### src/rtl/ysyx_23060072_mem_arbiter_pkg.sv
// Shared encodings and default widths for the fetch/LSU memory arbiter.
package ysyx_23060072_mem_arbiter_pkg;

  localparam int DEF_ADDR_W = 32;
  localparam int DEF_DATA_W = 32;

  typedef enum logic [1:0] {
    IDLE = 2'd0,
    REQ  = 2'd1,
    RESP = 2'd2
  } arb_state_t;

  typedef enum logic [1:0] {
    OWN_NONE = 2'd0,
    OWN_IF   = 2'd1,
    OWN_LSU  = 2'd2
  } arb_owner_t;

endpackage

### src/rtl/ysyx_23060072_arb_pick.sv
// Combinational IF/LSU priority pick with a saturating starvation counter
// that lets a waiting fetch win after IF_STARVE_MAX contested LSU wins.
module ysyx_23060072_arb_pick
  import ysyx_23060072_mem_arbiter_pkg::*;
#(
  parameter int IF_STARVE_MAX = 4
) (
  input  logic clk,
  input  logic rst,
  input  logic arb_en,
  input  logic if_req,
  input  logic if_flush,
  input  logic lsu_req,
  output logic if_gnt,
  output logic lsu_gnt
);

  localparam logic [3:0] STARVE_MAX = 4'(IF_STARVE_MAX);

  logic [3:0] starve_cnt_reg;
  logic [3:0] starve_cnt_next;
  logic       if_cand;

  always_comb begin
    if_cand = if_req && !if_flush;
    if_gnt  = 1'b0;
    lsu_gnt = 1'b0;
    if (arb_en) begin
      if (if_cand && lsu_req) begin
        if (starve_cnt_reg == STARVE_MAX) if_gnt = 1'b1;
        else                              lsu_gnt = 1'b1;
      end else if (if_cand) begin
        if_gnt = 1'b1;
      end else if (lsu_req) begin
        lsu_gnt = 1'b1;
      end
    end
  end

  // Raw if_req (not the flushed candidate) counts as a waiting fetch.
  always_comb begin
    starve_cnt_next = starve_cnt_reg;
    if (if_gnt) begin
      starve_cnt_next = 4'd0;
    end else if (lsu_gnt) begin
      if (!if_req)                           starve_cnt_next = 4'd0;
      else if (starve_cnt_reg != STARVE_MAX) starve_cnt_next = starve_cnt_reg + 4'd1;
    end
  end

  always_ff @(posedge clk or posedge rst) begin
    if (rst) starve_cnt_reg <= 4'd0;
    else     starve_cnt_reg <= starve_cnt_next;
  end

endmodule

### src/rtl/ysyx_23060072_mem_arbiter.sv
// Shares one memory port between instruction fetch and the LSU; one
// transaction in flight, LSU-first with a starvation guard for fetch.
module ysyx_23060072_mem_arbiter
  import ysyx_23060072_mem_arbiter_pkg::*;
#(
  parameter int ADDR_W        = DEF_ADDR_W,
  parameter int DATA_W        = DEF_DATA_W,
  parameter int IF_STARVE_MAX = 4
) (
  input  logic                clk,
  input  logic                rst,
  input  logic                if_req_i,
  input  logic [ADDR_W-1:0]   if_addr_i,
  input  logic                if_flush_i,
  output logic                if_gnt_o,
  output logic                if_rvalid_o,
  output logic [DATA_W-1:0]   if_rdata_o,
  input  logic                lsu_req_i,
  input  logic                lsu_we_i,
  input  logic [ADDR_W-1:0]   lsu_addr_i,
  input  logic [DATA_W-1:0]   lsu_wdata_i,
  input  logic [DATA_W/8-1:0] lsu_wstrb_i,
  output logic                lsu_gnt_o,
  output logic                lsu_rvalid_o,
  output logic [DATA_W-1:0]   lsu_rdata_o,
  output logic                mem_req_o,
  output logic                mem_we_o,
  output logic [ADDR_W-1:0]   mem_addr_o,
  output logic [DATA_W-1:0]   mem_wdata_o,
  output logic [DATA_W/8-1:0] mem_wstrb_o,
  input  logic                mem_ready_i,
  input  logic                mem_rvalid_i,
  input  logic [DATA_W-1:0]   mem_rdata_i
);

  arb_state_t          state_reg, state_next;
  arb_owner_t          owner_reg;
  logic                drop_reg;
  logic                we_reg;
  logic [ADDR_W-1:0]   addr_reg;
  logic [DATA_W-1:0]   wdata_reg;
  logic [DATA_W/8-1:0] wstrb_reg;
  logic [DATA_W-1:0]   if_rdata_reg;
  logic [DATA_W-1:0]   lsu_rdata_reg;
  logic                arb_en, if_gnt, lsu_gnt;
  logic                resp_fire, if_deliver, lsu_deliver;

  // Grants are combinational, so gate them with rst to keep outputs quiet in reset.
  assign arb_en = (state_reg == IDLE) && !rst;

  ysyx_23060072_arb_pick #(
    .IF_STARVE_MAX(IF_STARVE_MAX)
  ) u_pick (
    .clk     (clk),
    .rst     (rst),
    .arb_en  (arb_en),
    .if_req  (if_req_i),
    .if_flush(if_flush_i),
    .lsu_req (lsu_req_i),
    .if_gnt  (if_gnt),
    .lsu_gnt (lsu_gnt)
  );

  assign resp_fire   = (state_reg == RESP) && mem_rvalid_i;
  assign if_deliver  = resp_fire && (owner_reg == OWN_IF) && !drop_reg && !if_flush_i;
  assign lsu_deliver = resp_fire && (owner_reg == OWN_LSU);

  always_comb begin
    state_next = state_reg;
    case (state_reg)
      IDLE:    if (if_gnt || lsu_gnt) state_next = REQ;
      REQ:     if (mem_ready_i)       state_next = RESP;
      RESP:    if (mem_rvalid_i)      state_next = IDLE;
      default: state_next = IDLE;
    endcase
  end

  always_ff @(posedge clk or posedge rst) begin
    if (rst) begin
      state_reg     <= IDLE;
      owner_reg     <= OWN_NONE;
      drop_reg      <= 1'b0;
      we_reg        <= 1'b0;
      addr_reg      <= '0;
      wdata_reg     <= '0;
      wstrb_reg     <= '0;
      if_rdata_reg  <= '0;
      lsu_rdata_reg <= '0;
    end else begin
      state_reg <= state_next;
      if (lsu_gnt) begin
        owner_reg <= OWN_LSU;
        we_reg    <= lsu_we_i;
        addr_reg  <= lsu_addr_i;
        wdata_reg <= lsu_wdata_i;
        wstrb_reg <= lsu_wstrb_i;
      end else if (if_gnt) begin
        owner_reg <= OWN_IF;
        we_reg    <= 1'b0;
        addr_reg  <= if_addr_i;
        wdata_reg <= '0;
        wstrb_reg <= '0;
      end else if (resp_fire) begin
        owner_reg <= OWN_NONE;
      end
      // A redirected fetch still completes downstream; only its response is hidden.
      if (resp_fire)
        drop_reg <= 1'b0;
      else if (state_reg != IDLE && owner_reg == OWN_IF && if_flush_i)
        drop_reg <= 1'b1;
      if (if_deliver)  if_rdata_reg  <= mem_rdata_i;
      if (lsu_deliver) lsu_rdata_reg <= mem_rdata_i;
    end
  end

  assign if_gnt_o     = if_gnt;
  assign lsu_gnt_o    = lsu_gnt;
  assign if_rvalid_o  = if_deliver;
  assign lsu_rvalid_o = lsu_deliver;
  assign if_rdata_o   = if_deliver ? mem_rdata_i : if_rdata_reg;
  assign lsu_rdata_o  = lsu_deliver ? mem_rdata_i : lsu_rdata_reg;
  assign mem_req_o    = (state_reg == REQ);
  assign mem_we_o     = we_reg;
  assign mem_addr_o   = addr_reg;
  assign mem_wdata_o  = wdata_reg;
  assign mem_wstrb_o  = wstrb_reg;

`ifndef SYNTHESIS
  a_rvalid_only_in_resp: assert property (@(posedge clk) disable iff (rst)
    mem_rvalid_i |-> (state_reg == RESP));
`endif

endmodule

### config.mk
export PLATFORM = sky130hd
export DESIGN_NAME = ysyx_23060072_mem_arbiter
export DESIGN_NICKNAME = d
export VERILOG_FILES = /design/src/rtl/ysyx_23060072_mem_arbiter_pkg.sv /design/src/rtl/ysyx_23060072_arb_pick.sv /design/src/rtl/ysyx_23060072_mem_arbiter.sv
export SDC_FILE = /design/constraint.sdc
export NUM_CORES = 1
export LEC_CHECK = 0
export CAP_MARGIN = 30
export CORE_MARGIN = 3
export CORE_UTILIZATION = 44
export DETAILED_ROUTE_END_ITERATION = 12
export GPL_TIMING_DRIVEN = 0
export PLACE_DENSITY = 0.87
export SLEW_MARGIN = 10
export SYNTH_ARGS = -nofsm -noshare
export SYNTH_HDL_FRONTEND = slang
export SYNTH_HIERARCHICAL = 1
export SYNTH_SLANG_ARGS = --single-unit
### constraint.sdc
create_clock -name clk -period 6.48 [get_ports clk]
set_input_delay 0.972 -clock clk [delete_from_list [all_inputs] [get_ports clk]]
set_output_delay 0.972 -clock clk [all_outputs]
set_load 0.005 [all_outputs]
# Word level (Yosys, flattened, before mapping)
# Index checks and enable logic that the tools add are counted.
[classes]
n_bitwise = 0
div_mod_pow = 0
reduce_logical = 21
n_shift = 0
muxes = 32
n_mul = 0
add_sub_neg = 1
magnitude_cmp = 0
n_eq_ne = 10
[ops]
columns = ["operator", "count"]
rows = [
  ["$mux 32", 6],
  ["$mux 4", 6],
  ["$mux 1", 13],
  ["$mux 2", 6],
  ["$logic_and 1x1->1", 10],
  ["$pmux 2 s3", 1],
  ["$reduce_bool 2->1", 3],
  ["$add 4x1->4 const B", 1],
  ["$eq 2x1->1 const B", 2],
  ["$eq 2x2->1 const B", 2],
  ["$eq 4x3->1 const B", 1],
  ["$ne 2x1->1 const B", 2],
  ["$ne 4x3->1 const B", 1],
  ["$logic_not 1->1", 3],
  ["$ne 3x1->1 const B", 1],
  ["$reduce_and 3->1", 1],
  ["$reduce_bool 3->1", 1],
  ["$logic_not 2->1", 1],
  ["$ne 2x2->1 const B", 1],
  ["$reduce_and 2->1", 1],
  ["$logic_or 1x1->1", 1],
]
[totals]
mem_bits_ro = 0
ram_bits = 0
in_bits = 140
n_memories = 0
wordCells = 74
latchBits = 0
reg_bits = 142

# Logic depth before layout (Yosys ltp)
[depth]
ltp_word = 8
ltp_mapped = 9

# Modules after synthesis
# The synthesis kept the hierarchy.
[modules_own_cells]
columns = ["module", "cells_per_inst", "area_each_um2", "n_inst"]
rows = [
  ["ysyx_23060072_mem_arbiter", 383, 5514.0, 1],
  ["ysyx_23060072_arb_pick", 29, 284.0, 1],
]

# Worst setup path before layout
# No wires, ideal clock.
[synth_timing]
kind = "in2out"
from = "in mem_rvalid_i"
to = "out if_rdata_o[10]"
setup_slack_ps = 3388
required_ps = 5508
path_buffers = 2
cell_stages = 5
t_arrival_ps = 2120
cell_sequence = "nand3b_4 -> or4_4 -> buf_6 -> buf_12 -> mux2_4"
[synth_via]
elab_chain_len = 5
[synth_lines]
columns = ["element", "line", "source"]
rows = [
  ["start, declared", "ysyx_23060072_mem_arbiter.sv:32", "input logic mem_rvalid_i,"],
  ["$logic_and 1x1->1", "ysyx_23060072_mem_arbiter.sv:64", "assign resp_fire = (state_reg == RESP) && mem_rvalid_i;"],
  ["$logic_and 1x1->1 (3 in a row)", "ysyx_23060072_mem_arbiter.sv:65", "assign if_deliver = resp_fire && (owner_reg == OWN_IF) && !drop_reg && !if_flush_i;"],
  ["$mux 32", "-", ""],
  ["end, declared", "ysyx_23060072_mem_arbiter.sv:17", "output logic [DATA_W-1:0] if_rdata_o,"],
]
# No other way between the ends.

# Worst setup path after layout
[layout_timing]
from = "in mem_rvalid_i"
to = "out lsu_rdata_o[18]"
[layout_via]
elab_chain_len = 3
[layout_lines]
columns = ["element", "line", "source"]
rows = [
  ["$logic_and 1x1->1", "ysyx_23060072_mem_arbiter.sv:64", ""],
  ["$logic_and 1x1->1", "ysyx_23060072_mem_arbiter.sv:66", "assign lsu_deliver = resp_fire && (owner_reg == OWN_LSU);"],
  ["$mux 32", "-", ""],
  ["end, declared", "ysyx_23060072_mem_arbiter.sv:25", "output logic [DATA_W-1:0] lsu_rdata_o,"],
]
# No other way between the ends.

==> run metrics <==
First-pass DRT Iterations 4; Reg clk slew, reported paths 0.06 ns; Setup Crit Path Kind in -> out; CTS max path bufs 2; Synth async-reset ratio 100%; Relative slew margins 41.1%; CP max FO 10; Inst Count DP 862; delay of the slowest cell on the worst path 0.55 ns; Avg Inst Size Synth 14.1 µm²; post-DP HPWL 13000 µm; R2R Path Start state_reg[1]; post-route antenna net violation count 0; area leader, netlist dfrtp_1; synth-to-layout area growth 61.8%; setup TNS 0 ns; Slew Limit Fails 0; Finished Cell Area 9380 µm²; # rows 41; crit path cell chain clkdlybuf4s50_1, nand3b_4, nor3b_2, buf_2, mux2_2, clkdlybuf4s50_1; largest net degree at the start of global routing 89; CP arrival 3.30 ns; GRT overflow 0; setup bufs post-CTS 0; Critical-path top delay cell clkdlybuf4s50_1; DRC 0; hold buffers post-CTS 0; GRT Util Overall 24.3%; antenna violations before repair 0; HP Start mem_wdata_o[6]; post-synthesis cell type count 34; Initial Util 45.4%; Total Nets Final 851; Setup-failing EPs final 0; register area 3550 µm²; via count 4596; first-pass GRT wire length 27000 µm; chip height 121 µm; Post-Syn Instances 412; Top FF cell, synth dfrtp_1; Filler cells 799; number of clock sinks 142; final WL 17700 µm; total number of yosys warnings 6; placed cell areas 8820 µm²; Worst path most repeated cell clkdlybuf4s50_1; Core ar. 12800 µm²; flop and latch count out of synthesis 142; Worst Skew 0.00768 ns; Critical Path RT 5.51 ns; internal power 2840 µW; RSZ-0062 raised after global routing false; outcome completed; Pwr Density 419 nW/µm²; Post-synth EDFFs 0; PnR worst setup slack 2.21 ns; Switching Share 28.0%; crit path time final 4.27 ns; f_max 234 MHz; die area 14600 µm²; Comb power frac 39.5%; setup slack after placement 2.20 ns; Switch Pwr 1100 µW; top cells by area, synth dfrtp_1, mux2_4, mux2_2; Multi-input gate area 2060 µm²; number of global-route vias before repair 4935; Boundary Pins 278; fin crit share 65.9%; total CTS buffers 17; 1st-iter DRT viols 202; VDD IR max 0.000308 V; Clock Latency Late Sink 0.42 ns; n_diodes 0; cell area after synthesis 5800 µm²; Via density 5.15; Layout Cells excl Fill 893; min-delay worst type reg -> reg; CP startpoint mem_rvalid_i; post-CTS resize count 0; DR WL/cell 19.8 µm; area share of the largest cell type after synthesis 61.3%; Crit. End Element output port; Net Count, Synth 554; register area share after synthesis 61.3%; Port Buffers 277; htree depth 4; Worst Max-Slew Pin Slew 0.883 ns; top cells by count, synth dfrtp_1, a22o_1, mux2_2, nand2_1, o21ai_0; CTS tree yes; MaxCap Viol Count 0; most common cell in the netlist dfrtp_1; CP startpoint kind input pin; Clk pwr share 23.8%; Flop pwr share 36.7%; Placer Congestion 0.795; share of cells above drive strength 1 16.0%; Die Wd 121 µm; utilization after layout 73.5%; leakage power 0.00411 µW; final hold vios 0; clk root buf clkbuf_16
## power groups by stage
stage	Combinational, µW	Sequential, µW	Clock [µW]
after floorplan	554	1430	0
after global placement	1510	1430	0
after detailed placement	1560	1450	0
after CTS	1580	1440	953
after global routing	1660	1480	992
final	1560	1440	938
## path summary, 6_finish.rpt
| kind | slack [ns] | cells after the start | endpoint |
|---|---|---|---|
| worst max-delay path | 2.21 | 6 | lsu_rdata_o[18] |
| worst min-delay path | 0.49 | 1 | mem_wdata_o[6] |
| worst max register to register | 3.33 | 7 | mem_addr_o[5] |
| worst min register to register | 0.49 | 1 | mem_wdata_o[6] |
| max in group asynchronous | 4.68 | 3 | mem_addr_o[25] |
| min in group asynchronous | 0.92 | 2 | u_pick/starve_cnt_reg[3] |
## logic make-up (layout without fill, tap and decap cells)
family	after synthesis	count (layout)	synth area share [%]
AOI/OAI and AO/OA	84	84	10.2
xor gates and xnor gates	1	1	0.151
adders and majority gates	2	2	0.432
and+or+nand+nor	53	53	4.60
muxes	97	97	20.1
buffers and inverters	33	342	3.22
DFF	142	142	61.3
## cell type report
cell class	instances	area share, %
repair buffers	278	29.8
clock buffers	19	4.72
clock inverters	12	1.29
well taps	172	2.29
inverters	7	0.333
multi-input cells	237	21.9
plain buffers	26	1.71
flip-flops and latches	142	37.9
## layer usage
metal	track usage [%]	wire length, µm	part of all wire [%]	up-vias
li1	-	-	-	2067
met1	27.2	6800	38	2280
met2	42.1	9050	51	215
met3	9.45	1450	8.2	34
met4	8.78	423	2.4	0
met5	0	0	0	-
## per-stage QoR
step | hold WS (ns) | total power, µW
after floorplan | 0.476 | 1990
after global placement | 0.474 | 2930
after detailed placement | 0.480 | 3010
after CTS | 0.494 | 3970
after global routing | 0.503 | 4140
final | 0.490 | 3940
## worst max-delay path: cells and delay by family
kind	cells	cell delay, ns
buffers and inverters	3	1.38
muxes	1	0.39
and+or+nand+nor	2	0.55
## cells in the final DEF (no fill, tap or decap), types with 5 or more instances in the layout
cell type,count
a22o_1,38
buf_2,5
clkbuf_1,16
clkbuf_16,17
clkdlybuf4s50_1,277
clkinv_2,6
dfrtp_1,142
inv_1,6
mux2_2,35
mux2_4,30
mux2i_1,32
nand2_1,35
nor2_1,5
o21ai_0,34
Power figures use the tool's default switching activity.
